`src/rtl/seq_101.sv`:
```
// Mealy 1-0-1 serial pattern detector with a saturating detection counter.
// Define REG_OUT_EN to register det (one cycle later, glitch-free).
module seq_101 #(
  parameter int OVERLAP = 1,
  parameter int CNT_W   = 8
) (
  input  logic             clk,
  input  logic             rst,
  input  logic             inp,
  output logic             det,
  output logic [CNT_W-1:0] det_cnt
);

  typedef enum logic [1:0] {
    S_IDLE = 2'b00,
    S_1    = 2'b01,
    S_10   = 2'b10,
    S_BAD  = 2'b11
  } state_t;

  state_t           state_reg;
  state_t           state_next;
  logic [CNT_W-1:0] cnt_reg;
  logic             in_one;
  logic             match;

  // Anything that is not a solid 1 (including X/Z) counts as a 0.
  assign in_one = (inp === 1'b1);
  assign match  = (state_reg == S_10) && in_one;

  always_ff @(posedge clk or negedge rst) begin
    if (!rst) begin
      state_reg <= S_IDLE;
    end else begin
      state_reg <= state_next;
    end
  end

  always_comb begin
    state_next = S_IDLE;
    case (state_reg)
      S_IDLE: state_next = in_one ? S_1 : S_IDLE;
      S_1:    state_next = in_one ? S_1 : S_10;
      S_10: begin
        if (in_one) begin
          state_next = (OVERLAP != 0) ? S_1 : S_IDLE;
        end else begin
          state_next = S_IDLE;
        end
      end
      default: state_next = S_IDLE;
    endcase
  end

  // Counter holds at all-ones instead of wrapping.
  always_ff @(posedge clk or negedge rst) begin
    if (!rst) begin
      cnt_reg <= '0;
    end else if (match && (cnt_reg != {CNT_W{1'b1}})) begin
      cnt_reg <= cnt_reg + CNT_W'(1);
    end
  end

  assign det_cnt = cnt_reg;

`ifdef REG_OUT_EN
  logic det_reg;

  always_ff @(posedge clk or negedge rst) begin
    if (!rst) begin
      det_reg <= 1'b0;
    end else begin
      det_reg <= match;
    end
  end

  assign det = det_reg;
`else
  assign det = rst && match;
`endif

endmodule

```
`config.mk`:
```
export PLATFORM = sky130hd
export DESIGN_NAME = seq_101
export DESIGN_NICKNAME = d
export VERILOG_FILES = /design/src/rtl/seq_101.sv
export SDC_FILE = /design/constraint.sdc
export NUM_CORES = 1
export LEC_CHECK = 0
export ABC_AREA = 1
export ABC_CLOCK_PERIOD_IN_PS = 1700
export BUFFER_PORTS_ARGS = -buffer_cell sky130_fd_sc_hd__buf_2
export CAP_MARGIN = 20
export CORE_MARGIN = 2
export CORE_UTILIZATION = 29
export DETAILED_ROUTE_END_ITERATION = 12
export HOLD_SLACK_MARGIN = 0.05
export PLACE_DENSITY_LB_ADDON = 0.2
export SKIP_LAST_GASP = 1
export SYNTH_ARGS = -nofsm -noshare
export SYNTH_HDL_FRONTEND = slang
export SYNTH_SLANG_ARGS = --single-unit
```
`constraint.sdc`:
```
create_clock -name clk -period 1.7 [get_ports clk]
set_clock_uncertainty 0.1 [all_clocks]
set_input_delay 0 -clock clk [delete_from_list [all_inputs] [get_ports clk]]
set_output_delay 0 -clock clk [all_outputs]
set_load 0.01 [all_outputs]
```
==> summary.txt <==
Vias: 495
Post-Place Worst Slack: 0.2917 ns
CP max FO: 6
Slew headroom: 68.31%
EDFF count, synth: 0
largest net degree at the start of global routing: 11
Post-Synthesis Cells: 74
area share of and/or/nand/nor cells after synthesis: 37.41%
Worst-path clk slew: 0.06 ns
Peak VDD IR: 0.5480 mV
# DRC: 0
maximum clock path buffer count: 2
Reg area: 250.2 um^2
HP Class: primary input to register
num rows: 15
period utilization: 82.84%
f_max: 710.1 MHz
PD cells: 929.8 mW/mm^2
GPL Wtd Cong: 0.7418
max reg flops: 8
post-synthesis instance area: 551.8 um^2
Final Non-Filler Cells: 116
Setup Buffers After CTS: 0
# diodes: 0
Max-Cap Viols: 0
Synth Area in XOR/XNOR: 1.587%
Via density: 4.267
port buffer count: 11
wire length per cell: 9.302 um
setup tns final: 0 ns
Nets: 97
P_int: 0.0004280 W
number of global-route vias before repair: 438
Yosys cell types: 18
startpoint types: register
CP max-delay cell: dfrtp_1
multi-input gate area in the final layout: 252.7 um^2
syn_area_per_cell: 7.456 um^2
CTS tree: yes
fin. max-slew vios: 0
worst hold path depth: 3
Ports: 12
initial antenna violation count: 0
critical path, cell by cell: ha_1 -> nand2_2 -> nor2_2 -> nand2_2 -> nand2_4 -> inv_2 -> nand2_1 -> nand2_1
Seq/Total Area, Yosys: 45.35%
R2R setup slack: 0.29 ns
Layout fillers: 199
Placeable Area: 0.001764 mm^2
worst reg2reg path depth: 8
data required time of the worst path: 1.75 ns
post-synthesis mux area share: 0%
Post-DRT Antenna Nets: 0
Flop pwr share: 50.7%
FF+latch count, synth: 10
Synth Flop Type: dfrtp_1
initial core utilization: 31.28%
Worst Path Class, Setup: register to register
Post-DP HPWL: 827 um
die footprint: 0.002268 mm^2
first-pass detailed-route iteration total: 3
post-synthesis adder-cell area fraction: 2.268%
R2R Path Start: det_cnt[0]$_DFFE_PN0P_
Net Sw Power: 0.0002141 W
Lkg Pwr: 0.3610 nW
WL final: 1079 um
layout cells sized above 1: 23.08%
Total GRT Usage: 11.65%
worst hold path endpoint: state_reg[1]$_DFF_PN0_
worst hold path startpoint: inp
status: finished, final reports clean
Worst Max-Slew Pin Slew: 0.4737 ns
Async SR Flop Fraction: 100.0%
clock root buffer: clkbuf_4
synth warn: 0
post-route cell area: 690.7 um^2
Tmin final: 1.408 ns
first-pass GRT wire length: 1697 um
compound-cell area share of the yosys netlist: 4.535%
TritonCTS Buffers: 3
placed cells: 110
post-route setup slack: 0.2917 ns
clk_lat worst skew: 0.27 ns
Resized Gates After CTS: 0
Num Clock Sinks: 10
Setup-failing EPs final: 0
Worst Path Arrival: 1.46 ns
H-tree levels: 1
die height: 47.62 um
combinational family with the most area after synthesis: simple AND/OR/NAND/NOR gates
Tot Pwr: 0.0006421 W
placed cell area: 638.1 um^2
RSZ-0062 raised after global routing: no
Comb power frac: 24.2%
final hold violation count: 0
Crit. End Element: register
gr ovfl total: 0
initial drt markers: 6
reg2reg end: det_cnt[5]$_DFFE_PN0P_
Layout area overhead: 25.17%
Net Sw Frac: 33.35%
DIE WIDTH: 47.62 um
CP peak stage delay: 0.41 ns
Clock power frac: 25.1%
Post-Syn Nets: 78
[cells in the mapped netlist (2+ instances only)]
library cell,count,share of area [%]
nand2_1,25,17
inv_1,12,8.2
dfrtp_1,10,45
nand3_1,7,6.3
nor2_1,5,3.4
nand2_2,2,2.3
nor2_2,2,2.3
[layout make-up]
type                            count  share of cell area [%]
Sequential cell                    10                   36.23
Timing Repair Buffer               14                   12.32
Clock buffer                        3                   3.261
Multi-Input combinational cell     51                   36.59
Tap cell                           25                   4.529
Inverter                           13                   7.065
[layer usage]
layer / track usage [%] / vias to the layer above / share of wire [%]
met1: 12.84 / 220 / 47
li1: - / 262 / -
met2: 17.57 / 11 / 45
met5: 0 / - / 0
met3: 7.925 / 2 / 5.8
met4: 4.865 / 0 / 1.3
[logic make-up (layout without fill, tap and decap cells)]
logic type      Yosys count  after routing
compound gates            4              4
xor+xnor                  1              1
fa+ha+maj                 1              1
buf+inv                  13             30
flops                    10             10
simple gates             45             45
[critical path: cells and delay by family (launching register included)]
family | cells | cell delay [ns]
flip-flops | 1 | 0.41
buffers and inverters | 1 | 0.04
adder cells (fa/ha/maj) | 1 | 0.24
AND/OR/NAND/NOR | 6 | 0.50
[per-stage QoR]
step | hold slack (ns) | util (%)
2_1_floorplan | -0.3956 | -
3_3_place_gp | -0.2127 | 36.17
3_5_place_dp | -0.2174 | 36.17
4_1_cts | 0.3494 | 39.15
5_1_grt | 0.3531 | 39.15
6_report | 0.3526 | 39.15
[what timing repair did]
action / 4_1_cts / 5_1_grt
endpoints found under the setup margin: 0 / 0
endpoints found under the hold margin: 12 / 0
hold buffers: 3 / 0
[worst max path at each step]
stage	startpoint	to	slack, ns	cells after the start
final	det_cnt[0]$_DFFE_PN0P_	det_cnt[5]$_DFFE_PN0P_	0.29	8
after global routing	det_cnt[0]$_DFFE_PN0P_	det_cnt[1]$_DFFE_PN0P_	0.18	8
after CTS	det_cnt[1]$_DFFE_PN0P_	det_cnt[5]$_DFFE_PN0P_	0.28	8
after detailed placement	det_cnt[1]$_DFFE_PN0P_	det_cnt[5]$_DFFE_PN0P_	0.29	8
after global placement	det_cnt[0]$_DFFE_PN0P_	det_cnt[1]$_DFFE_PN0P_	0.33	8
after floorplan	det_cnt[0]$_DFFE_PN0P_	det_cnt[5]$_DFFE_PN0P_	0.34	8
[cells in the final DEF (no fill, tap or decap), drive strengths merged]
cell         Yosys  final
nor2             8      8
clkbuf           0      3
ha               1      1
nand2           28     28
o21ai            1      1
dlygate4sd3      0      3
inv             13     13
nand4            1      1
dfrtp           10     10
nand3            7      7
buf              0     11
o21bai           1      1
a21boi           1      1
nor3             1      1
xnor2            1      1
a21oi            1      1
[power groups by stage]
stage / logic, W / clock network (W) / registers (W)
after floorplan: 0.0000811 / 0 / 0.000339
after global placement: 0.000154 / 0 / 0.000327
after detailed placement: 0.000152 / 0 / 0.000329
after CTS: 0.000159 / 0.000166 / 0.000325
after global routing: 0.000181 / 0.000183 / 0.000329
final: 0.000156 / 0.000161 / 0.000325
Note: power is estimated with default switching activity, not from simulation.
